`src/rtl/uart_pkg.sv`:
```
// Shared UART definitions: receiver FSM states, parity-mode encodings, counter width helper.
// Latency: n/a (package only).
// Backpressure: n/a. Shared with the transmitter so both sides agree on parity-mode encodings.
package uart_pkg;

    typedef enum logic [2:0] {
        ST_IDLE   = 3'd0,
        ST_START  = 3'd1,
        ST_DATA   = 3'd2,
        ST_PARITY = 3'd3,
        ST_STOP   = 3'd4
    } state_t;

    localparam int PAR_NONE = 0;
    localparam int PAR_EVEN = 1;
    localparam int PAR_ODD  = 2;

    // Width of a counter that must hold 0..n-1 (never narrower than one bit).
    function automatic int cnt_w(input int n);
        return (n > 1) ? $clog2(n) : 1;
    endfunction

endpackage

```
`src/rtl/uart_rx_param_if.sv`:
```
// Receiver-side bundle: line/tick/enable inputs, holding-register handshake, status flags.
// Latency: n/a (wiring only).
// Backpressure: rx_valid/rx_ready; master = receiver, slave = consumer/driver of the line.
interface uart_rx_param_if #(
    parameter int DATA_BITS = 8
);
    logic                 rx_ena;
    logic                 rx_in;
    logic                 os_tick;
    logic                 rx_ready;
    logic [DATA_BITS-1:0] rx_data;
    logic                 rx_valid;
    logic                 frame_err;
    logic                 parity_err;
    logic                 overrun_err;
    logic                 busy;

    modport master (
        input  rx_ena, rx_in, os_tick, rx_ready,
        output rx_data, rx_valid, frame_err, parity_err, overrun_err, busy
    );

    modport slave (
        output rx_ena, rx_in, os_tick, rx_ready,
        input  rx_data, rx_valid, frame_err, parity_err, overrun_err, busy
    );

endinterface

```
`src/rtl/uart_rx_sync.sv`:
```
// Multi-flop synchroniser for the asynchronous rx line; resets to 1 (line idle).
// Latency: STAGES clk from i_async to o_sync.
// Backpressure: none. Ports: clk, rst (async, active-high), i_async, o_sync.
module uart_rx_sync #(
    parameter int STAGES = 2
) (
    input  logic clk,
    input  logic rst,
    input  logic i_async,
    output logic o_sync
);

    logic [STAGES-1:0] r_sync;

    always_ff @(posedge clk or posedge rst) begin
        if (rst) begin
            r_sync <= '1;
        end else begin
            r_sync <= {r_sync[STAGES-2:0], i_async};
        end
    end

    assign o_sync = r_sync[STAGES-1];

endmodule

```
`src/rtl/uart_rx_param.sv`:
```
// Oversampling UART receiver: 3-sample majority per bit, optional parity, 1/2 stop bits.
// Latency: rx_valid 1 clk after the os_tick at the last stop-bit decision (+SYNC_STAGES on the line).
// Backpressure: single holding register; a frame completing while it is full and not read is dropped
// and flagged by a one-clk overrun_err. Ports: clk, rst (async, active-high), bus (master modport).
module uart_rx_param
    import uart_pkg::*;
#(
    parameter int DATA_BITS   = 8,
    parameter int OVERSAMPLE  = 16,
    parameter int PARITY_MODE = PAR_NONE,
    parameter int STOP_BITS   = 1,
    parameter int SYNC_STAGES = 2
) (
    input  logic            clk,
    input  logic            rst,
    uart_rx_param_if.master bus
);

    localparam int OSW = cnt_w(OVERSAMPLE);
    localparam int BCW = cnt_w(DATA_BITS);
    localparam int M   = OVERSAMPLE / 2;

    localparam logic [OSW-1:0] C_OS_S0     = OSW'(M - 1);
    localparam logic [OSW-1:0] C_OS_S1     = OSW'(M);
    localparam logic [OSW-1:0] C_OS_DEC    = OSW'(M + 1);
    localparam logic [OSW-1:0] C_OS_LAST   = OSW'(OVERSAMPLE - 1);
    localparam logic [BCW-1:0] C_DATA_LAST = BCW'(DATA_BITS - 1);
    localparam logic [BCW-1:0] C_STOP_LAST = BCW'(STOP_BITS - 1);

    state_t               r_state;
    state_t               w_state_nxt;
    logic [OSW-1:0]       r_os_cnt;
    logic [BCW-1:0]       r_bit_cnt;
    logic                 r_s0;
    logic                 r_s1;
    logic [DATA_BITS-1:0] r_shift;
    logic                 r_perr_acc;
    logic                 r_ferr_acc;
    logic [DATA_BITS-1:0] r_data;
    logic                 r_valid;
    logic                 r_ferr;
    logic                 r_perr;
    logic                 r_ovr;

    logic w_rx;
    logic w_maj;
    logic w_decide;
    logic w_wrap;
    logic w_done;
    logic w_load;
    logic w_take;
    logic w_par_bad;

    uart_rx_sync #(.STAGES(SYNC_STAGES)) u_sync (
        .clk     (clk),
        .rst     (rst),
        .i_async (bus.rx_in),
        .o_sync  (w_rx)
    );

    // Third sample is the live synchronised line at the decision tick.
    assign w_maj    = (r_s0 & r_s1) | (r_s0 & w_rx) | (r_s1 & w_rx);
    assign w_decide = bus.os_tick && (r_os_cnt == C_OS_DEC);
    assign w_wrap   = bus.os_tick && (r_os_cnt == C_OS_LAST);

    // Even parity wants data^parity == 0, odd wants 1.
    assign w_par_bad = (PARITY_MODE == PAR_ODD) ? ~((^r_shift) ^ w_maj) : ((^r_shift) ^ w_maj);

    always_comb begin
        w_state_nxt = r_state;
        w_done      = 1'b0;
        case (r_state)
            ST_IDLE: begin
                if (bus.os_tick && bus.rx_ena && !w_rx) begin
                    w_state_nxt = ST_START;
                end
            end
            ST_START: begin
                if (w_decide && w_maj) begin
                    w_state_nxt = ST_IDLE;          // false start: glitch shorter than half a bit
                end else if (w_wrap) begin
                    w_state_nxt = ST_DATA;
                end
            end
            ST_DATA: begin
                if (w_wrap && (r_bit_cnt == C_DATA_LAST)) begin
                    w_state_nxt = (PARITY_MODE == PAR_NONE) ? ST_STOP : ST_PARITY;
                end
            end
            ST_PARITY: begin
                if (w_wrap) begin
                    w_state_nxt = ST_STOP;
                end
            end
            ST_STOP: begin
                // Finish mid-bit so a back-to-back start edge is not missed.
                if (w_decide && (r_bit_cnt == C_STOP_LAST)) begin
                    w_state_nxt = ST_IDLE;
                    w_done      = 1'b1;
                end
            end
            default: w_state_nxt = ST_IDLE;
        endcase
    end

    always_ff @(posedge clk or posedge rst) begin
        if (rst) begin
            r_state <= ST_IDLE;
        end else begin
            r_state <= w_state_nxt;
        end
    end

    always_ff @(posedge clk or posedge rst) begin
        if (rst) begin
            r_os_cnt   <= '0;
            r_bit_cnt  <= '0;
            r_s0       <= 1'b0;
            r_s1       <= 1'b0;
            r_shift    <= '0;
            r_perr_acc <= 1'b0;
            r_ferr_acc <= 1'b0;
        end else if (bus.os_tick) begin
            if ((r_state == ST_IDLE) || (w_state_nxt == ST_IDLE)) begin
                r_os_cnt   <= '0;
                r_bit_cnt  <= '0;
                r_perr_acc <= 1'b0;
                r_ferr_acc <= 1'b0;
            end else begin
                r_os_cnt <= (r_os_cnt == C_OS_LAST) ? '0 : r_os_cnt + 1'b1;
                if (w_wrap) begin
                    r_bit_cnt <= (w_state_nxt != r_state) ? '0 : r_bit_cnt + 1'b1;
                end
                if (r_os_cnt == C_OS_S0) r_s0 <= w_rx;
                if (r_os_cnt == C_OS_S1) r_s1 <= w_rx;
                if (w_decide) begin
                    case (r_state)
                        ST_DATA:   r_shift    <= {w_maj, r_shift[DATA_BITS-1:1]};
                        ST_PARITY: r_perr_acc <= w_par_bad;
                        ST_STOP:   r_ferr_acc <= r_ferr_acc | ~w_maj;
                        default:   ;
                    endcase
                end
            end
        end
    end

    // Holding register: a same-clk read frees the slot for the completing frame.
    assign w_take = r_valid && bus.rx_ready;
    assign w_load = w_done && (!r_valid || bus.rx_ready);

    always_ff @(posedge clk or posedge rst) begin
        if (rst) begin
            r_data  <= '0;
            r_valid <= 1'b0;
            r_ferr  <= 1'b0;
            r_perr  <= 1'b0;
            r_ovr   <= 1'b0;
        end else begin
            r_ovr <= w_done && r_valid && !bus.rx_ready;
            if (w_load) begin
                r_data  <= r_shift;
                r_valid <= 1'b1;
                r_ferr  <= r_ferr_acc | ~w_maj;
                r_perr  <= r_perr_acc;
            end else if (w_take) begin
                r_valid <= 1'b0;
                r_ferr  <= 1'b0;
                r_perr  <= 1'b0;
            end
        end
    end

    assign bus.rx_data     = r_data;
    assign bus.rx_valid    = r_valid;
    assign bus.frame_err   = r_ferr;
    assign bus.parity_err  = r_perr;
    assign bus.overrun_err = r_ovr;
    assign bus.busy        = (r_state != ST_IDLE);

endmodule
```
`src/flat_wrapper.sv`:
```
// flat-port wrapper written by rule: the top's interface ports become plain ports
module uart_rx_param_flat import uart_pkg::*;
#(
    parameter int DATA_BITS   = 8,
    parameter int OVERSAMPLE  = 16,
    parameter int PARITY_MODE = PAR_NONE,
    parameter int STOP_BITS   = 1,
    parameter int SYNC_STAGES = 2
)
  (clk, rst, bus_rx_ena, bus_rx_in, bus_os_tick, bus_rx_ready, bus_rx_data, bus_rx_valid, bus_frame_err, bus_parity_err, bus_overrun_err, bus_busy);
  uart_rx_param_if #(.DATA_BITS(DATA_BITS)) bus_i ();
  input  logic clk;
  input  logic rst;
  input wire logic [$bits(bus_i.rx_ena)-1:0] bus_rx_ena;
  input wire logic [$bits(bus_i.rx_in)-1:0] bus_rx_in;
  input wire logic [$bits(bus_i.os_tick)-1:0] bus_os_tick;
  input wire logic [$bits(bus_i.rx_ready)-1:0] bus_rx_ready;
  output wire logic [$bits(bus_i.rx_data)-1:0] bus_rx_data;
  output wire logic [$bits(bus_i.rx_valid)-1:0] bus_rx_valid;
  output wire logic [$bits(bus_i.frame_err)-1:0] bus_frame_err;
  output wire logic [$bits(bus_i.parity_err)-1:0] bus_parity_err;
  output wire logic [$bits(bus_i.overrun_err)-1:0] bus_overrun_err;
  output wire logic [$bits(bus_i.busy)-1:0] bus_busy;
  assign bus_i.rx_ena = bus_rx_ena;
  assign bus_i.rx_in = bus_rx_in;
  assign bus_i.os_tick = bus_os_tick;
  assign bus_i.rx_ready = bus_rx_ready;
  assign bus_rx_data = bus_i.rx_data;
  assign bus_rx_valid = bus_i.rx_valid;
  assign bus_frame_err = bus_i.frame_err;
  assign bus_parity_err = bus_i.parity_err;
  assign bus_overrun_err = bus_i.overrun_err;
  assign bus_busy = bus_i.busy;
  uart_rx_param #(.DATA_BITS(DATA_BITS), .OVERSAMPLE(OVERSAMPLE), .PARITY_MODE(PARITY_MODE), .STOP_BITS(STOP_BITS), .SYNC_STAGES(SYNC_STAGES)) u_core (.clk(clk), .rst(rst), .bus(bus_i));
endmodule
```
`config.mk`:
```
export PLATFORM = sky130hd
export DESIGN_NAME = uart_rx_param_flat
export DESIGN_NICKNAME = d
export VERILOG_FILES = /design/src/rtl/uart_pkg.sv /design/src/rtl/uart_rx_param_if.sv /design/src/rtl/uart_rx_sync.sv /design/src/rtl/uart_rx_param.sv /design/src/flat_wrapper.sv
export SDC_FILE = /design/constraint.sdc
export NUM_CORES = 1
export LEC_CHECK = 0
export CORE_MARGIN = 4
export CORE_UTILIZATION = 40
export CTS_CLUSTER_SIZE = 16
export DETAILED_ROUTE_END_ITERATION = 10
export PLACE_DENSITY_LB_ADDON = 0.15
export SLEW_MARGIN = 20
export SYNTH_ARGS = -nofsm -noshare
export SYNTH_HDL_FRONTEND = slang
export SYNTH_SLANG_ARGS = --single-unit
```
`constraint.sdc`:
```
create_clock -name clk -period 2.2 [get_ports clk]
set_input_delay 0.33 -clock clk [delete_from_list [all_inputs] [get_ports clk]]
set_output_delay 0.33 -clock clk [all_outputs]
set_load 0.005 [all_outputs]
```
==> results of run 1 <==
per-layer routing:
metal	routed length, um	global-route usage, %	share of wire (%)	up-vias
li1	-	-	-	591
met1	1760	18.8	49	612
met2	1650	19.9	46	18
met3	98	2.48	2.7	9
met4	87	6.88	2.4	0
met5	0	0	0	-
final timing paths:
path	from	end
min reg2reg	u_core.u_sync.r_sync[0]	u_core.u_sync.r_sync[1]
min	u_core.u_sync.r_sync[0]	u_core.u_sync.r_sync[1]
min in group asynchronous	rst	u_core.bus.rx_data[7]
max in group asynchronous	rst	u_core.u_sync.r_sync[0]
max reg2reg	u_core.r_os_cnt[1]	u_core.bus.frame_err
max	u_core.r_state[2]	bus_busy
power groups by stage:
stage | combinational [W] | sequential (W) | clock [W]
finish | 0.000526 | 0.000813 | 0.000489
global route | 0.000579 | 0.000820 | 0.000541
CTS | 0.000531 | 0.000811 | 0.000506
detailed placement | 0.000528 | 0.000821 | 0
global placement | 0.000504 | 0.000820 | 0
floorplan | 0.000390 | 0.000808 | 0
layout make-up:
class	count	area share, %
clock buffer	7	3.88
clock inverter	1	0.337
inverter	10	1.69
multi-input combinational	99	39.8
sequential	36	40.6
tap	52	2.92
timing repair buffer	26	10.8
sequential cells by signal, summed over array words and instances, names as in the netlist:
| register | cells |
|---|---|
| u_core.bus.rx_data | 8 |
| u_core.r_shift | 8 |
| u_core.r_os_cnt | 4 |
| u_core.r_bit_cnt | 3 |
| u_core.r_state | 3 |
| u_core.u_sync.r_sync | 2 |
| u_core.bus.frame_err | 1 |
| u_core.bus.overrun_err | 1 |
| u_core.bus.parity_err | 1 |
| u_core.bus.rx_valid | 1 |
| u_core.r_ferr_acc | 1 |
| u_core.r_perr_acc | 1 |
| u_core.r_s0 | 1 |
| u_core.r_s1 | 1 |
cell families after synthesis:
kind of cell | synth area share (%)
AND/OR/NAND/NOR | 14.1
flip-flops | 48.4
adder cells (fa/ha/maj) | 4.55
buffers and inverters | 4.15
AO/OA/AOI/OAI | 9.98
XOR/XNOR | 4.02
multiplexers | 14.9
metrics by stage:
| step | instances | hold slack (ns) | setup WS [ns] | power (W) |
|---|---|---|---|---|
| 6_report | 231 | 0.358 | 0.194 | 0.00183 |
| 5_1_grt | 231 | 0.366 | 0.108 | 0.00194 |
| 4_1_cts | 231 | 0.360 | 0.185 | 0.00185 |
| 3_5_place_dp | 223 | 0.350 | 0.111 | 0.00135 |
| 3_3_place_gp | 223 | 0.348 | 0.122 | 0.00132 |
| 2_1_floorplan | 150 | 0.334 | 0.318 | 0.00120 |
Yosys cell counts, types with 2 or more instances:
master	n	share of area, %
dfrtp_1	34	46
inv_1	9	1.8
mux2_1	9	5.4
mux2_4	9	7.2
nand2_1	9	1.8
ha_1	6	4.0
xnor2_1	6	2.8
o22ai_1	5	1.7
a21oi_1	4	1.1
nand2b_1	4	1.3
nor2_1	4	0.80
nor3_1	4	1.1
o21ai_1	4	1.1
mux2i_1	3	1.6
a22o_1	2	0.94
a32oi_1	2	0.94
and3_1	2	0.67
buf_2	2	0.54
buf_6	2	1.2
dfstp_2	2	2.8
nand3_1	2	0.54
o21ai_0	2	0.54
==> run_results.csv, run 1 <==
group,metric,value,unit
layout,multi_input_area,887,um^2
global_route,grt_pass1_vias,1270,
drt,dr.pass1.iters,4,
worst_setup_path,start_kind,"flip-flop",
power,power_switching,0.000592,W
sta,tightest_slew,0.451,ns
drt,drtIter0Drc,89,
clock_tree,post_cts_resized,0,
drt,vias,1230,
yosys,synthesis.area,1870,um^2
layout,layout-drive-gt1-share,20.1,%
run,maxCapViolCount,0,
global_route,track_usage,13.5,%
run_status,status,"completed",
sta,finalCritPeriodShare,91.2,%
power,clockPowerShare,26.7,%
clock_tree,root_buffer,"clkbuf_8",
layout,finalInstanceArea,2230,um^2
min_path,holdPathStages,0,
yosys,synthDistinctLibCells,46,
clock_tree,clock_sinks,36,
worst_setup_path,crit_required,1.87,ns
sta,slew_viol_final,0,
worst_setup_path,cp_num_buf_inv,1,
clock_tree,cts_tree,"done",
placement,port_buffers,18,
floorplan,dieArea,5830,um^2
yosys,ys_warn_count,0,
floorplan,design.core.area,4440,um^2
worst_setup_path,critical_path.endpoint_type,"output port",
drt,drt-total-wl,3610,um
layout,fill_cells,415,
worst_setup_path,cp_max_fo,10,
power,irDropWorstVdd,0.000428,V
yosys,synth_seq_cells,36,
yosys,synth_edf_count,0,
worst_setup_path,path_class,"flip-flop to output port",
global_route,antenna_found_initial,0,
yosys,synthFlopType,"dfrtp_1",
power,p_comb_share,28.8,%
worst_setup_path,cp_top_family,"flip-flops",
power,intPower,0.00124,W
worst_setup_path,worstPathArrival,1.68,ns
layout,fin_util,50.1,%
global_route,grt_overflow,0,
layout,seq_area,903,um^2
sta,setup_tns,0,ns
layout,diodes,0,
clock_tree,htreeDepth,2,
placement,gp_congestion,0.881,
worst_setup_path,rr_worst_depth,8,
yosys,netlist_instances,150,
drt,wl_per_cell,15.6,um
worst_setup_path,cp.depth,2,
layout,final_common_cell,"dfrtp_1",
placement,dp_hpwl,2660,um
sta,setup_violations,0,
worst_setup_path,crit_chain,"or3_4, clkdlybuf4s50_1",
worst_setup_path,reg2reg_setup_slack,0.22,ns
sta,relSlewSlack,70.0,%
global_route,grt_pass1_wl,6210,um
clock_tree,clk_pin_slew,0.07,ns
sta,finalCriticalPeriod,2.01,ns
clock_tree,cts_buffer_depth,2,
clock_tree,clk-insertion-delay-late,0.28,ns
floorplan,fp.dieH,76.3,um
sta,fmax,498,MHz
yosys,ys_seq_area_share,48.4,%
worst_setup_path,cp_slowest_cell,"dfrtp_1",
layout,final_nets,190,
power,powerDensity,821,nW/um^2
drt,antenna_left,0,
clock_tree,post_cts_buffers,0,
sta,hold_viol_final,0,
drt,vias_per_cell,5.32,
yosys,syn-num-nets,162,
floorplan,dieWidth,76.3,um
power,p_sw_share,32.4,%
drt,remaining_drc_errors,0,
yosys,syn_area_per_cell,12.5,um^2
power,pwr-share-seq,44.5,%
yosys,async_reset_ff_share,100,%
floorplan,rows,24,
worst_setup_path,cpPeakStageDelay,0.49,ns
global_route,grt_max_degree,37,
floorplan,pin_count,19,
placement,place_area,2130,um^2
min_path,hold_path_class,"flip-flop to flip-flop",
layout,mostFrequentLayoutCells,"34 x dfrtp_1, 18 x clkdlybuf4s50_1",
sta,skew,0.00395,ns
layout,area_growth,19.2,%
clock_tree,cts_hold_buf,0,
sta,rsz0062_at_grt,"no",
floorplan,initial_core_util,42.0,%
power,leakagePower,1.05,nW
clock_tree,cts_made_buffers,5,
No activity file was read; power rests on OpenSTA's default activity.
==> inputs of run 2 (changes only) <==
Settings changed: ABC_AREA set to 1, CORE_MARGIN 4 to 3, PLACE_DENSITY_LB_ADDON 0.15 to not set.
==> run 2 against run 1 <==
  * Sequential power grew 11%
  * Clock skew decreased by 0.00077 ns
  * Setup slack improved by 0.094 ns
  * Synthesized cell count increased by 59%
  * Critical path depth up 1
  * Cell count rose by 37%
  * Non-clock buffer count decreased by 4
  * Register-to-register slack improved by 0.15 ns
==> run_results.csv, run 2 <==
group,metric,value,unit
yosys,ys_seq_area_share,46.8,%
sta,setup_tns,0,ns
layout,area_growth,18.9,%
layout,final_common_cell,"nand2_1",
yosys,synth_edf_count,0,
min_path,hp-start,"u_core.u_sync.r_sync[0]",
worst_setup_path,crit_chain,"nor2_1, nand2_1, clkdlybuf4s50_1",
clock_tree,root_buffer,"clkbuf_8",
floorplan,rows,24,
layout,seq_area,903,um^2
worst_setup_path,cpPeakStageDelay,0.50,ns
floorplan,initial_core_util,42.9,%
clock_tree,cts_tree,"done",
power,p_comb_share,27.6,%
yosys,synthesis.area,1930,um^2
min_path,holdPathStages,0,
drt,antenna_left,0,
global_route,grt_overflow,0,
sta,finalWorstSetupSlack,0.287,ns
power,clockPowerShare,28.1,%
clock_tree,clk-insertion-delay-late,0.29,ns
global_route,antenna_found_initial,0,
clock_tree,clock_sinks,36,
global_route,grt_max_degree,37,
power,leakagePower,1.21,nW
yosys,synth_most_common_cell,"nand2_1",
placement,post-place-ws,0.115,ns
yosys,synthDistinctLibCells,29,
power,pwr-share-seq,44.2,%
drt,drt-total-wl,3580,um
layout,mostFrequentLayoutCells,"81 x nand2_1, 34 x dfrtp_1, 28 x inv_1, 24 x nor2_1, 18 x clkdlybuf4s50_1",
placement,port_buffers,18,
worst_setup_path,worstPathArrival,1.58,ns
clock_tree,cts_hold_buf,0,
clock_tree,post_cts_resized,0,
run,maxCapViolCount,0,
layout,diodes,0,
min_path,hold_path_class,"flip-flop to flip-flop",
worst_setup_path,cp_max_fo,5,
floorplan,dieWidth,75.5,um
layout,final_nets,276,
sta,finalCritPeriodShare,86.9,%
floorplan,design.core.area,4500,um^2
clock_tree,cts_buffer_depth,2,
layout,multi_input_area,895,um^2
worst_setup_path,startpoint,"u_core.r_state[0]",
yosys,syn_area_per_cell,8.12,um^2
power,powerDensity,891,nW/um^2
sta,fmax,523,MHz
worst_setup_path,cp_top_family,"buffers and inverters",
power,irDropWorstVdd,0.000438,V
worst_setup_path,path_class,"flip-flop to output port",
placement,dp_hpwl,2700,um
clock_tree,clk_pin_slew,0.07,ns
worst_setup_path,worstReg2RegEnd,"u_core.r_bit_cnt[0]",
drt,wl_per_cell,11.3,um
yosys,synth_top_cells_by_count,"81 x nand2_1, 34 x dfrtp_1, 28 x inv_1",
run_status,status,"completed",
worst_setup_path,crit-reg2reg-launch,"u_core.r_os_cnt[1]",
worst_setup_path,cp_num_buf_inv,1,
yosys,netlist_instances,238,
worst_setup_path,rr_worst_depth,14,
drt,drtIter0Drc,68,
yosys,ys_top_cells_by_area,"dfrtp_1 44%, nand2_1 16%, inv_1 5.4%, nor2_1 4.7%, ha_1 3.9%",
global_route,grt_pass1_wl,6210,um
sta,tightest_slew,0.455,ns
worst_setup_path,crit_required,1.87,ns
placement,gp_congestion,0.917,
worst_setup_path,start_kind,"flip-flop",
sta,skew,0.00318,ns
drt,dr.pass1.iters,4,
sta,finalCriticalPeriod,1.91,ns
yosys,async_reset_ff_share,100,%
sta,rsz0062_at_grt,"no",
power,power_switching,0.000678,W
drt,vias,1490,
floorplan,fp.dieH,75.5,um
clock_tree,cts_made_buffers,5,
drt,remaining_drc_errors,0,
global_route,track_usage,14.5,%
clock_tree,htreeDepth,2,
yosys,synth.top_cell.area_share,44.0,%
power,p_sw_share,33.1,%
global_route,grt_pass1_vias,1327,
floorplan,dieArea,5700,um^2
sta,whs,0.362,ns
sta,relSlewSlack,69.7,%
drt,vias_per_cell,4.70,
yosys,ys_warn_count,0,
floorplan,pin_count,19,
sta,setup_violations,0,
worst_setup_path,critical_path.endpoint_type,"output port",
layout,fill_cells,410,
worst_setup_path,cp_slowest_cell,"clkdlybuf4s50_1",
worst_setup_path,reg2reg_setup_slack,0.37,ns
min_path,hold-path-endpoint,"u_core.u_sync.r_sync[1]",
yosys,syn-num-nets,250,
yosys,synthFlopType,"dfrtp_1",
clock_tree,post_cts_buffers,0,
yosys,synth_area_leader_cell,"dfrtp_1",
sta,slew_viol_final,0,
power,intPower,0.00137,W
sta,hold_viol_final,0,
yosys,synth_seq_cells,36,
layout,layout-drive-gt1-share,13.6,%
==> run 2: cell types whose count changed in the layout (fill, tap and decap cells not counted), moves of 5 or more <==
cell	before	now
nand3_1	2	10
nor2_1	4	24
inv_1	9	28
mux2_1	9	0
o21ai_0	2	7
mux2_4	9	0
nand2_1	9	81
==> run 2: worst max-delay path by stage <==
stage / slack [ns] / cells after the start / end
final: 0.29 / 3 / bus_busy
after CTS: 0.28 / 3 / bus_busy
after global placement: 0.11 / 13 / u_core.r_bit_cnt[1]
after floorplan: 0.61 / 9 / u_core.r_s1
after detailed placement: 0.11 / 12 / u_core.r_perr_acc
after global routing: 0.17 / 14 / u_core.r_bit_cnt[0]
==> run 2: routing by layer <==
metal,global-route usage (%),up-vias,part of all wire [%]
li1,-,790,-
met1,21.0,671,50
met2,20.7,24,44
met3,4.35,5,4.4
met4,4.66,0,1.3
met5,0,-,0
==> run 2: kinds of logic (layout without fill, tap and decap cells) <==
| group | Yosys count | count (layout) | share of synthesized area (%) |
|---|---|---|---|
| simple gates | 131 | 131 | 30.2 |
| flops | 36 | 36 | 46.8 |
| buf+inv | 34 | 61 | 6.93 |
| compound gates | 17 | 17 | 5.18 |
| xor+xnor | 9 | 9 | 4.08 |
| fa+ha+maj | 6 | 6 | 3.89 |
| mux | 5 | 5 | 2.91 |
==> run 2: through the flow <==
stage	cells	utilization (%)	power, W	area (um^2)
4_1_cts	317	51.0	0.00207	2300
3_5_place_dp	309	48.6	0.00148	2190
5_1_grt	317	51.0	0.00221	2300
2_1_floorplan	238	-	0.00135	1930
3_3_place_gp	309	48.6	0.00148	2190
6_report	317	51.0	0.00205	2300
==> run 2: final cells by class <==
| type | count | share of cell area, % |
|---|---|---|
| clock buffers | 6 | 3.16 |
| well taps | 52 | 2.83 |
| repair buffers | 22 | 9.15 |
| clock inverters | 2 | 1.53 |
| flip-flops and latches | 36 | 39.3 |
| multi-input cells | 168 | 38.9 |
| inverters | 31 | 5.07 |
==> run 2: power by group through the flow <==
stage          logic (W)  registers (W)  clock network [W]
2_1_floorplan   0.000466       0.000888                  0
3_3_place_gp    0.000568       0.000917                  0
3_5_place_dp    0.000564       0.000918                  0
4_1_cts         0.000575       0.000906           0.000591
5_1_grt         0.000657       0.000928           0.000628
6_report        0.000566       0.000906           0.000576
